[config.mk]
export PLATFORM = sky130hd
export DESIGN_NAME = ps2_scan_rx
export DESIGN_NICKNAME = d
export VERILOG_FILES = /design/src/rtl/ps2_scan_rx.sv
export SDC_FILE = /design/constraint.sdc
export NUM_CORES = 1
export LEC_CHECK = 0
export BUFFER_PORTS_ARGS = -buffer_cell sky130_fd_sc_hd__buf_2
export CAP_MARGIN = 20
export CELL_PAD_IN_SITES_DETAIL_PLACEMENT = 1
export CELL_PAD_IN_SITES_GLOBAL_PLACEMENT = 2
export CORE_AREA = 2 2 110 85
export DETAILED_ROUTE_END_ITERATION = 16
export DIE_AREA = 0 0 112 87
export GPL_ROUTABILITY_DRIVEN = 0
export PLACE_DENSITY_LB_ADDON = 0.1
export SLEW_MARGIN = 20
export SYNTH_ARGS = -nofsm -noshare
export SYNTH_HDL_FRONTEND = slang
export SYNTH_SLANG_ARGS = --single-unit
[constraint.sdc]
create_clock -name clk -period 3 [get_ports clk]
set_input_delay 0.3 -clock clk [delete_from_list [all_inputs] [get_ports clk]]
set_output_delay 0.3 -clock clk [all_outputs]
set_load 0.03 [all_outputs]
[src/rtl/ps2_scan_rx.sv]
// Host-side PS/2 receiver: pin synchronizers, 11-bit frame decoder with
// parity/stop/timeout checks, E0/F0 prefix folding and a small code FIFO.
module ps2_scan_rx #(
   parameter int TIMEOUT_CYCLES = 50000,
   parameter int FIFO_DEPTH     = 4
) (
   input  logic       clk,
   input  logic       reset,
   input  logic       ps2_clk,
   input  logic       ps2_data,
   output logic [7:0] code_out,
   output logic       code_ext,
   output logic       code_brk,
   output logic       code_valid,
   input  logic       code_ready,
   output logic       frame_err,
   output logic       overflow
);

   localparam int CNT_W = $clog2(TIMEOUT_CYCLES + 1);
   localparam int AW    = $clog2(FIFO_DEPTH);
   localparam logic [CNT_W-1:0] TO_LAST = CNT_W'(TIMEOUT_CYCLES - 1);

   typedef enum logic [1:0] {IDLE, DATA, PARITY, STOP} state_t;

   state_t           state;
   logic [2:0]       bitcnt;
   logic [7:0]       shreg;
   logic             par_bit;
   logic [CNT_W-1:0] tcnt;
   logic             ext;
   logic             brk;

   logic clk_p0, clk_p1, clk_p2;
   logic dat_p0, dat_p1;

   logic [9:0]  mem [FIFO_DEPTH];
   logic [AW:0] wr_ptr, rd_ptr;
   logic [9:0]  head;

   logic fall, stop_fall, good, push, full, empty, pop, wr_en;

   // Two-flop synchronizers on both pins plus a delayed copy of the clock for edge detection
   always_ff @(posedge clk or negedge reset) begin
      if (!reset) begin
         clk_p0 <= 1'b1;
         clk_p1 <= 1'b1;
         clk_p2 <= 1'b1;
         dat_p0 <= 1'b1;
         dat_p1 <= 1'b1;
      end else begin
         clk_p0 <= ps2_clk;
         clk_p1 <= clk_p0;
         clk_p2 <= clk_p1;
         dat_p0 <= ps2_data;
         dat_p1 <= dat_p0;
      end
   end

   assign fall      = clk_p2 & ~clk_p1;
   assign stop_fall = fall && (state == STOP);
   // odd parity over data+parity, and the stop bit must be high
   assign good      = stop_fall && dat_p1 && (^{shreg, par_bit});
   assign push      = good && (shreg != 8'hE0) && (shreg != 8'hF0);

   // Frame decoder: start/data/parity/stop sequencing, timeout and prefix flags
   always_ff @(posedge clk or negedge reset) begin
      if (!reset) begin
         state     <= IDLE;
         bitcnt    <= 3'd0;
         shreg     <= 8'h00;
         par_bit   <= 1'b0;
         tcnt      <= '0;
         ext       <= 1'b0;
         brk       <= 1'b0;
         frame_err <= 1'b0;
      end else begin
         frame_err <= 1'b0;
         if (state == IDLE) begin
            tcnt <= '0;
            if (fall && !dat_p1) begin
               state  <= DATA;
               bitcnt <= 3'd0;
            end
         end else if (fall) begin
            tcnt <= '0;
            case (state)
               DATA: begin
                  shreg <= {dat_p1, shreg[7:1]};
                  if (bitcnt == 3'd7) state <= PARITY;
                  else                bitcnt <= bitcnt + 3'd1;
               end
               PARITY: begin
                  par_bit <= dat_p1;
                  state   <= STOP;
               end
               STOP: begin
                  state <= IDLE;
                  if (good) begin
                     if (shreg == 8'hE0)      ext <= 1'b1;
                     else if (shreg == 8'hF0) brk <= 1'b1;
                     else begin
                        ext <= 1'b0;
                        brk <= 1'b0;
                     end
                  end else begin
                     ext       <= 1'b0;
                     brk       <= 1'b0;
                     frame_err <= 1'b1;
                  end
               end
               default: state <= IDLE;
            endcase
         end else if (tcnt == TO_LAST) begin
            // keyboard stopped clocking mid-frame: abandon it
            state     <= IDLE;
            tcnt      <= '0;
            ext       <= 1'b0;
            brk       <= 1'b0;
            frame_err <= 1'b1;
         end else begin
            tcnt <= tcnt + CNT_W'(1);
         end
      end
   end

   assign empty = (wr_ptr == rd_ptr);
   assign full  = (wr_ptr[AW] != rd_ptr[AW]) && (wr_ptr[AW-1:0] == rd_ptr[AW-1:0]);
   assign pop   = !empty && code_ready;
   // a simultaneous pop frees the slot being written when full
   assign wr_en = push && (!full || pop);

   // FIFO pointers and the overflow pulse
   always_ff @(posedge clk or negedge reset) begin
      if (!reset) begin
         wr_ptr   <= '0;
         rd_ptr   <= '0;
         overflow <= 1'b0;
      end else begin
         overflow <= push && full && !pop;
         if (wr_en) wr_ptr <= wr_ptr + (AW+1)'(1);
         if (pop)   rd_ptr <= rd_ptr + (AW+1)'(1);
      end
   end

   // FIFO storage; contents are only observed through the valid-gated head
   always_ff @(posedge clk) begin
      if (wr_en) mem[wr_ptr[AW-1:0]] <= {ext, brk, shreg};
   end

   assign head       = mem[rd_ptr[AW-1:0]];
   assign code_valid = !empty;
   assign code_out   = code_valid ? head[7:0] : 8'h00;
   assign code_brk   = code_valid ? head[8]   : 1'b0;
   assign code_ext   = code_valid ? head[9]   : 1'b0;

endmodule

==> results of run 1 <==
state kept, by name, indices dropped and copies added, names as in the netlist, 2 cells and up:
name    flops
bitcnt      3
mem        40
rd_ptr      3
shreg       8
state       2
tcnt       16
wr_ptr      3
cells in the final DEF (no fill, tap or decap), types with 8 or more instances in the layout:
cell | synthesis | layout
sky130_fd_sc_hd__mux4_2 | 10 | 10
sky130_fd_sc_hd__nor2_1 | 25 | 25
sky130_fd_sc_hd__nand3_1 | 8 | 8
sky130_fd_sc_hd__xnor2_1 | 12 | 12
sky130_fd_sc_hd__inv_1 | 10 | 10
sky130_fd_sc_hd__clkbuf_16 | 0 | 9
sky130_fd_sc_hd__nor2b_1 | 14 | 14
sky130_fd_sc_hd__buf_2 | 2 | 16
sky130_fd_sc_hd__dfrtp_1 | 40 | 40
sky130_fd_sc_hd__nand2_1 | 9 | 9
sky130_fd_sc_hd__xor2_1 | 14 | 14
sky130_fd_sc_hd__ha_1 | 12 | 12
sky130_fd_sc_hd__edfxtp_1 | 40 | 40
sky130_fd_sc_hd__mux2_2 | 9 | 9
metrics by stage:
step                      hold WS, ns  setup slack [ns]  utilization, %  cell area [µm²]  cells
after CTS                      0.0523             0.563            48.3             4240    407
after floorplan               0.00441             0.546               -             3740    266
final                         -0.0357             0.606            48.3             4240    407
after global placement          0.346             0.649            45.1             3970    391
after detailed placement        0.349             0.574            45.1             3970    391
after global routing          0.00261             0.463            48.3             4240    407
worst max-delay path: cells and delay by family (launching register included):
family / cells / cell delay [ns]
and+or+nand+nor: 2 / 0.70
xor gates and xnor gates: 3 / 0.84
DFF: 1 / 0.49
metal layers:
metal | part of all wire [%] | track usage (%)
met1 | 51 | 21.3
met2 | 45 | 22.2
met4 | 0.54 | 4.32
met3 | 4.0 | 4.24
met5 | 0 | 0
final cells by class:
type,count,area (µm²)
inverter,10,37.5
fill,919,4540
clock buffer,9,225
multi-input combinational,163,1340
timing repair buffer,21,118
clock inverter,7,50.0
tap,112,140
sequential,85,2330
power groups by stage:
stage	Sequential (mW)	Combinational (mW)	Clock, mW
6_report	1.63	1.51	1.00
5_1_grt	1.67	1.67	1.08
4_1_cts	1.64	1.55	1.03
3_5_place_dp	1.66	1.54	0
3_3_place_gp	1.65	1.51	0
2_1_floorplan	1.61	1.21	0
kinds of logic (layout without fill, tap and decap cells):
logic type      after synthesis  in the layout  share of synthesized area, %
compound gates               14             14                          2.34
flops                        85             85                          62.4
simple gates                 89             89                          12.8
mux                          20             20                          9.13
xor+xnor                     28             28                          7.46
buf+inv                      18             47                          1.87
fa+ha+maj                    12             12                          4.01
final timing paths:
path,start,endpoint,slack (ns),cells after the start
max,shreg[4],mem[1][8],0.61,5
min,reset,tcnt[9],-0.04,1
max reg2reg,shreg[4],mem[1][8],0.61,5
min reg2reg,dat_p0,dat_p1,0.36,0
max in group asynchronous,reset,dat_p0,2.65,1
min in group clk,ps2_data,dat_p0,0.07,1
==> metrics.txt, run 1 <==
# TYPE chip_impl_metric gauge
chip_impl_info{name="rsz_0062_raised_after_global_routing",value="no"} 1
chip_impl_metric{name="intPower",unit="mW"} 2.69
chip_impl_metric{name="clkTransAtPathRegs",unit="ns"} 0.06
chip_impl_metric{name="placementRows",unit=""} 30
chip_impl_metric{name="insertion_delay",unit="ns"} 0.33
chip_impl_metric{name="leakagePower",unit="nW"} 1.72
chip_impl_metric{name="cts_hold_buf",unit=""} 0
chip_impl_metric{name="gr-usage-all-layers",unit="%"} 14.8
chip_impl_metric{name="postCtsResizedCells",unit=""} 0
chip_impl_info{name="synthDominantAreaCellType",value="sky130_fd_sc_hd__edfxtp_1"} 1
chip_impl_metric{name="antenna_cells",unit=""} 0
chip_impl_metric{name="first_global_vias",unit=""} 2124
chip_impl_metric{name="cp_max_stage_delay",unit="ns"} 0.49
chip_impl_metric{name="synth_cells",unit=""} 266
chip_impl_metric{name="synth.yosys.seq_area_share",unit="%"} 62.4
chip_impl_metric{name="setup_viol",unit=""} 0
chip_impl_metric{name="cts_htree_levels",unit=""} 3
chip_impl_info{name="clk_root_buffer_cell",value="sky130_fd_sc_hd__clkbuf_16"} 1
chip_impl_info{name="crit_path_end_kind",value="flip-flop"} 1
chip_impl_metric{name="area.growth.synth_to_final",unit="%"} 13.4
chip_impl_info{name="tritoncts",value="built"} 1
chip_impl_metric{name="net_count_final",unit=""} 307
chip_impl_metric{name="synth_nets",unit=""} 283
chip_impl_info{name="setup.worst_path.class",value="flip-flop to flip-flop"} 1
chip_impl_metric{name="tritoncts.num_buffers",unit=""} 9
chip_impl_metric{name="p_seq_share",unit="%"} 39.4
chip_impl_metric{name="floorplan.die.height",unit="µm"} 87
chip_impl_metric{name="slew_headroom",unit="%"} 62.0
chip_impl_info{name="cell_at_the_slowest_stage_of_the_critical_path",value="sky130_fd_sc_hd__dfrtp_1"} 1
chip_impl_metric{name="floorplan.core_area",unit="µm²"} 8780
chip_impl_metric{name="synth.cell_area",unit="µm²"} 3740
chip_impl_metric{name="via_count",unit=""} 2045
chip_impl_metric{name="max-vdd-ir-drop",unit="mV"} 0.485
chip_impl_metric{name="fin_skew",unit="ns"} 0.00836
chip_impl_metric{name="clock_power_share",unit="%"} 24.1
chip_impl_info{name="synthTopCellsByCount",value="sky130_fd_sc_hd__dfrtp_1, sky130_fd_sc_hd__edfxtp_1, sky130_fd_sc_hd__nor2_1, sky130_fd_sc_hd__nor2b_1, sky130_fd_sc_hd__xor2_1"} 1
chip_impl_metric{name="timing_worst_slew_pin_value",unit="ns"} 0.564
chip_impl_metric{name="cts_setup_buffers",unit=""} 0
chip_impl_metric{name="synthesis.yosys.warnings",unit=""} 0
chip_impl_info{name="synth_top_cells_by_area",value="sky130_fd_sc_hd__edfxtp_1, sky130_fd_sc_hd__dfrtp_1, sky130_fd_sc_hd__mux4_2"} 1
chip_impl_metric{name="synth.distinct_cells",unit=""} 37
chip_impl_metric{name="post-dp-hpwl",unit="µm"} 4460
chip_impl_metric{name="period_minus_slack",unit="ns"} 2.39
chip_impl_metric{name="synth.avg_cell_area",unit="µm²"} 14.1
chip_impl_metric{name="totalNegativeSetupSlack",unit="ns"} 0
chip_impl_metric{name="wirelength",unit="µm"} 6430
chip_impl_metric{name="netSwitchingFraction",unit="%"} 35.1
chip_impl_metric{name="drcViolationCount",unit=""} 0
chip_impl_metric{name="finalHoldViolCount",unit=""} 40
chip_impl_metric{name="via_per_inst",unit=""} 5.02
chip_impl_info{name="holdCritPathClass",value="input port to asynchronous set/reset pin"} 1
chip_impl_metric{name="die_width",unit="µm"} 112
chip_impl_metric{name="grt_start_max_net_pins",unit=""} 46
chip_impl_metric{name="grt_antenna_before_repair",unit=""} 0
chip_impl_metric{name="die_area",unit="µm²"} 9740
chip_impl_metric{name="detail_route.iter0.violations",unit=""} 62
chip_impl_metric{name="worst_ep_arrival_time",unit="ns"} 2.36
chip_impl_metric{name="powerDensity",unit="nW/µm²"} 976
chip_impl_metric{name="timing.final.crit_share",unit="%"} 79.8
chip_impl_metric{name="timing.hold.ws",unit="ns"} -0.0357
chip_impl_info{name="synthFlopType",value="sky130_fd_sc_hd__edfxtp_1"} 1
chip_impl_metric{name="count_of_flip_flops_with_a_built_in_enable_after_synthesis",unit=""} 40
chip_impl_metric{name="worst-path-max-fanout",unit=""} 10
chip_impl_metric{name="io_pins",unit=""} 18
chip_impl_metric{name="ys_seq_elements",unit=""} 85
chip_impl_metric{name="initial_utilization",unit="%"} 42.6
chip_impl_metric{name="post-synth-top-area-fraction",unit="%"} 32.1
chip_impl_metric{name="synth_async_sr_flop_share",unit="%"} 52.9
chip_impl_metric{name="placement.io_buffers",unit=""} 17
chip_impl_metric{name="cts_sinks",unit=""} 85
chip_impl_metric{name="avgRoutedWirePerCell",unit="µm"} 15.8
chip_impl_metric{name="drt_first_pass_iters",unit=""} 4
chip_impl_metric{name="max-clock-path-buffers",unit=""} 2
chip_impl_info{name="critical_path.cell_chain",value="xor2_1, xnor3_2, xnor2_4, nor2_2, and2_1"} 1
chip_impl_metric{name="timing.critical_path.required",unit="ns"} 2.97
chip_impl_metric{name="maxSlewViolCount",unit=""} 0
chip_impl_metric{name="cap_viol_max_count",unit=""} 0
chip_impl_metric{name="first_pass_grt_wire_length",unit="µm"} 11100
chip_impl_metric{name="net-switching-power",unit="mW"} 1.45
chip_impl_metric{name="final_layout_size_suffix_gt1_share",unit="%"} 22.0
chip_impl_metric{name="power.total",unit="mW"} 4.14
chip_impl_info{name="worstSetupStartpointType",value="flip-flop"} 1
chip_impl_info{name="outcome",value="complete, but fails checks"} 1
chip_impl_metric{name="max_freq",unit="MHz"} 418
chip_impl_metric{name="globalRoute.totalOverflow",unit=""} 0
chip_impl_metric{name="postRouteAntennaNets",unit=""} 0
chip_impl_metric{name="share_comb_of_total_power",unit="%"} 36.4
chip_impl_info{name="failing_checks",value="hold timing"} 1
Power figures use the tool's default switching activity.
==> run 2, diff against run 1 <==
--- a/config.mk
+++ b/config.mk
@@ -5,13 +5,14 @@
 export SDC_FILE = /design/constraint.sdc
 export NUM_CORES = 1
 export LEC_CHECK = 0
+export ABC_AREA = 1
 export BUFFER_PORTS_ARGS = -buffer_cell sky130_fd_sc_hd__buf_2
 export CAP_MARGIN = 20
 export CELL_PAD_IN_SITES_DETAIL_PLACEMENT = 1
 export CELL_PAD_IN_SITES_GLOBAL_PLACEMENT = 2
-export CORE_AREA = 2 2 110 85
+export CORE_AREA = 2 2 119 92
 export DETAILED_ROUTE_END_ITERATION = 16
-export DIE_AREA = 0 0 112 87
+export DIE_AREA = 0 0 121 94
 export GPL_ROUTABILITY_DRIVEN = 0
 export PLACE_DENSITY_LB_ADDON = 0.1
 export SLEW_MARGIN = 20
==> constraint.sdc (replaced) <==
create_clock -name clk -period 2.3 [get_ports clk]
set_input_delay 0.23 -clock clk [delete_from_list [all_inputs] [get_ports clk]]
set_output_delay 0.23 -clock clk [all_outputs]
set_load 0.03 [all_outputs]
==> run 2 against run 1 <==
Sequential power rose by 29%. Cell count up 44%. Clock-buffer cell count is 5 higher. Register-to-register slack worse by 0.41 ns. Critical path type unchanged. Core utilization shrank 2.1 points. First-iteration DRC count increased by 130%. Highest routed layer unchanged. Cell area grew 10%. Synthesized cell count is 55% higher. Synthesized area increased by 7.5%. Routed wire length up 42%. The flow now finishes without violations.
==> metrics.txt, run 2 <==
# TYPE chip_impl_metric gauge
chip_impl_metric{name="worst-path-max-fanout",unit=""} 10
chip_impl_metric{name="timing_worst_slew_pin_value",unit="ns"} 0.603
chip_impl_metric{name="insertion_delay",unit="ns"} 0.34
chip_impl_metric{name="slew_headroom",unit="%"} 59.8
chip_impl_metric{name="net_count_final",unit=""} 463
chip_impl_info{name="crit_path_end_kind",value="flip-flop"} 1
chip_impl_metric{name="ys_seq_elements",unit=""} 85
chip_impl_metric{name="drt_first_pass_iters",unit=""} 4
chip_impl_info{name="worstSetupStartpointType",value="flip-flop"} 1
chip_impl_metric{name="synth.yosys.seq_area_share",unit="%"} 58.0
chip_impl_metric{name="drcViolationCount",unit=""} 0
chip_impl_info{name="mostFrequentLayoutCells",value="sky130_fd_sc_hd__nand2_1, sky130_fd_sc_hd__inv_1, sky130_fd_sc_hd__nor2_1"} 1
chip_impl_metric{name="worst_ep_arrival_time",unit="ns"} 2.14
chip_impl_metric{name="period_minus_slack",unit="ns"} 2.10
chip_impl_metric{name="maxSlewViolCount",unit=""} 0
chip_impl_metric{name="power.total",unit="mW"} 5.67
chip_impl_metric{name="setup_viol",unit=""} 0
chip_impl_metric{name="die_area",unit="µm²"} 11400
chip_impl_metric{name="count_of_flip_flops_with_a_built_in_enable_after_synthesis",unit=""} 40
chip_impl_info{name="synthFlopType",value="sky130_fd_sc_hd__edfxtp_1"} 1
chip_impl_metric{name="timing.final.crit_share",unit="%"} 91.4
chip_impl_metric{name="final_layout_size_suffix_gt1_share",unit="%"} 18.0
chip_impl_info{name="worstReg2RegEnd",value="mem[1][6]"} 1
chip_impl_info{name="holdCritPathClass",value="input port to flip-flop"} 1
chip_impl_metric{name="gr-usage-met2",unit="%"} 27.5
chip_impl_metric{name="placement.cell_area",unit="µm²"} 4320
chip_impl_metric{name="net-switching-power",unit="mW"} 2.21
chip_impl_metric{name="max-clock-path-buffers",unit=""} 2
chip_impl_metric{name="synth.distinct_cells",unit=""} 36
chip_impl_info{name="rsz_0062_raised_after_global_routing",value="no"} 1
chip_impl_metric{name="grt_use_met3",unit="%"} 4.92
chip_impl_metric{name="powerDensity",unit="nW/µm²"} 1210
chip_impl_metric{name="synth.cell_area",unit="µm²"} 4020
chip_impl_metric{name="max-vdd-ir-drop",unit="mV"} 0.412
chip_impl_metric{name="post-synth-top-area-fraction",unit="%"} 29.9
chip_impl_metric{name="via_per_inst",unit=""} 4.85
chip_impl_metric{name="floorplan.core_area",unit="µm²"} 10100
chip_impl_metric{name="synth_cells",unit=""} 413
chip_impl_metric{name="tritoncts.num_buffers",unit=""} 9
chip_impl_info{name="mostFrequentLayoutCell",value="sky130_fd_sc_hd__nand2_1"} 1
chip_impl_info{name="synthDominantAreaCellType",value="sky130_fd_sc_hd__edfxtp_1"} 1
chip_impl_metric{name="first_global_vias",unit=""} 2931
chip_impl_metric{name="synth_async_sr_flop_share",unit="%"} 52.9
chip_impl_metric{name="worst-r2r-setup-slack",unit="ns"} 0.20
chip_impl_metric{name="leakagePower",unit="nW"} 2.03
chip_impl_metric{name="clkTransAtPathRegs",unit="ns"} 0.06
chip_impl_metric{name="max_freq",unit="MHz"} 475
chip_impl_info{name="synthTopCellsByCount",value="sky130_fd_sc_hd__nand2_1, sky130_fd_sc_hd__inv_1, sky130_fd_sc_hd__nor2_1, sky130_fd_sc_hd__dfrtp_1, sky130_fd_sc_hd__edfxtp_1"} 1
chip_impl_info{name="tritoncts",value="built"} 1
chip_impl_info{name="worst_hold_path.endpoint",value="rd_ptr[2]"} 1
chip_impl_metric{name="initial_utilization",unit="%"} 39.7
chip_impl_metric{name="postRouteAntennaNets",unit=""} 0
chip_impl_metric{name="area.growth.synth_to_final",unit="%"} 16.4
chip_impl_info{name="setup.worst_path.class",value="flip-flop to flip-flop"} 1
chip_impl_metric{name="finalHoldViolCount",unit=""} 0
chip_impl_metric{name="whs_path_depth",unit=""} 3
chip_impl_info{name="clk_root_buffer_cell",value="sky130_fd_sc_hd__clkbuf_16"} 1
chip_impl_metric{name="antenna_cells",unit=""} 0
chip_impl_metric{name="design_area",unit="µm²"} 4680
chip_impl_info{name="synth_most_common_cell",value="sky130_fd_sc_hd__nand2_1"} 1
chip_impl_info{name="holdCritStartpoint",value="code_ready"} 1
chip_impl_info{name="outcome",value="finished clean"} 1
chip_impl_metric{name="netSwitchingFraction",unit="%"} 39.0
chip_impl_metric{name="synth_nets",unit=""} 430
chip_impl_metric{name="share_comb_of_total_power",unit="%"} 36.0
chip_impl_metric{name="via_count",unit=""} 2846
chip_impl_metric{name="timing.critical_path.required",unit="ns"} 2.33
chip_impl_metric{name="totalNegativeSetupSlack",unit="ns"} 0
chip_impl_metric{name="cts_setup_buffers",unit=""} 0
chip_impl_metric{name="floorplan.die.height",unit="µm"} 94
chip_impl_metric{name="placement.io_buffers",unit=""} 17
chip_impl_metric{name="reg2reg_depth",unit=""} 10
chip_impl_metric{name="cts_htree_levels",unit=""} 3
chip_impl_metric{name="grt.met1_usage",unit="%"} 23.9
chip_impl_metric{name="cts_sinks",unit=""} 85
chip_impl_metric{name="avgRoutedWirePerCell",unit="µm"} 15.5
chip_impl_info{name="synth_top_cells_by_area",value="sky130_fd_sc_hd__edfxtp_1, sky130_fd_sc_hd__dfrtp_1, sky130_fd_sc_hd__nand2_1"} 1
chip_impl_metric{name="grt_start_max_net_pins",unit=""} 46
chip_impl_metric{name="clock_power_share",unit="%"} 27.1
chip_impl_metric{name="gr-usage-all-layers",unit="%"} 17.5
chip_impl_metric{name="synthesis.yosys.warnings",unit=""} 0
chip_impl_info{name="grt.busiest_layer",value="met2"} 1
chip_impl_metric{name="wirelength",unit="µm"} 9120
chip_impl_metric{name="post-dp-hpwl",unit="µm"} 6390
chip_impl_metric{name="first_pass_grt_wire_length",unit="µm"} 15100
chip_impl_metric{name="globalRoute.totalOverflow",unit=""} 0
chip_impl_metric{name="detail_route.iter0.violations",unit=""} 142
chip_impl_metric{name="synth.avg_cell_area",unit="µm²"} 9.74
chip_impl_metric{name="placementRows",unit=""} 32
chip_impl_info{name="worstReg2RegStart",value="shreg[5]"} 1
chip_impl_metric{name="fin_skew",unit="ns"} 0.00667
chip_impl_metric{name="p_seq_share",unit="%"} 36.9
chip_impl_metric{name="flip_flop_count_of_the_largest_register_after_layout",unit=""} 40
chip_impl_metric{name="grt_antenna_before_repair",unit=""} 0
chip_impl_metric{name="utilization_after_layout",unit="%"} 46.2
chip_impl_metric{name="cap_viol_max_count",unit=""} 0
chip_impl_metric{name="intPower",unit="mW"} 3.46
chip_impl_metric{name="io_pins",unit=""} 18
chip_impl_metric{name="die_width",unit="µm"} 121
chip_impl_metric{name="timing.hold.ws",unit="ns"} 0.218
## run 2: cell count changes after synthesis, sizes merged, moves of 10 or more
cell | previous run | this run
nand2 | 9 | 85
xor2 | 14 | 3
a21oi | 3 | 16
o21ai | 6 | 35
inv | 10 | 55
nor2 | 26 | 56
mux2 | 10 | 0
xnor2 | 13 | 3
o22ai | 0 | 10
mux4 | 10 | 0
nor2b | 14 | 0
## run 2: stage by stage
stage	setup WS, ns	cells
global placement	0.301	568
finish	0.197	587
floorplan	0.280	413
CTS	0.0219	587
global route	0.00238	587
detailed placement	0.248	568
## run 2: final cells by class
type,count,area (µm²)
Clock inverter,2,36.3
Fill cell,1137,5450
Multi-Input combinational cell,265,1460
Clock buffer,14,289
Inverter,55,206
Tap cell,136,170
Timing Repair Buffer,30,190
Sequential cell,85,2330
## run 2: power groups by stage
stage	combinational, mW	clock (mW)	sequential (mW)
2_1_floorplan	1.48	0	2.04
3_3_place_gp	2.00	0	2.10
3_5_place_dp	2.05	0	2.12
4_1_cts	2.07	1.59	2.09
5_1_grt	2.31	1.65	2.13
6_report	2.04	1.54	2.10
## run 2: how the worst max path moves through the flow
stage	from	end	slack, ns	cells after the start
floorplan	shreg[6]	mem[0][0]	0.28	9
global placement	shreg[6]	mem[2][9]	0.30	10
detailed placement	shreg[4]	mem[2][7]	0.25	8
CTS	rd_ptr[0]	code_out[4]	0.02	7
global route	shreg[5]	mem[1][7]	0.002	10
finish	shreg[5]	mem[1][6]	0.20	10
## run 2: cells by family after synthesis
kind of cell	after synthesis	synth area share [%]
AO/OA/AOI/OAI	66	9.30
XOR/XNOR	6	1.31
adder cells (fa/ha/maj)	12	3.73
buffers and inverters	63	5.88
flip-flops	85	58.0
AND/OR/NAND/NOR	181	21.8
## run 2: timing repair
item / CTS / global route
gates resized for setup: 0 / 2
endpoints found under the setup margin: 0 / 28
endpoints found under the hold margin: 7 / 0
hold buffers: 3 / 0
## run 2: worst max-delay path: stages, from the launching register on
cell and delay, ns:
sky130_fd_sc_hd__dfrtp_1 0.48, sky130_fd_sc_hd__nor2_1 0.18, sky130_fd_sc_hd__inv_1 0.06, sky130_fd_sc_hd__nand2_1 0.06, sky130_fd_sc_hd__nand2_1 0.07, sky130_fd_sc_hd__nand2_1 0.08
sky130_fd_sc_hd__nand3_1 0.15, sky130_fd_sc_hd__nand2_1 0.20, sky130_fd_sc_hd__nand4_4 0.14, sky130_fd_sc_hd__nor2_1 0.15, sky130_fd_sc_hd__buf_4 0.22
## run 2: layer usage
metal,vias up,part of all wire (%)
met3,12,3.0
met4,0,1.2
met5,-,0
met1,1373,52
met2,28,44
li1,1433,-
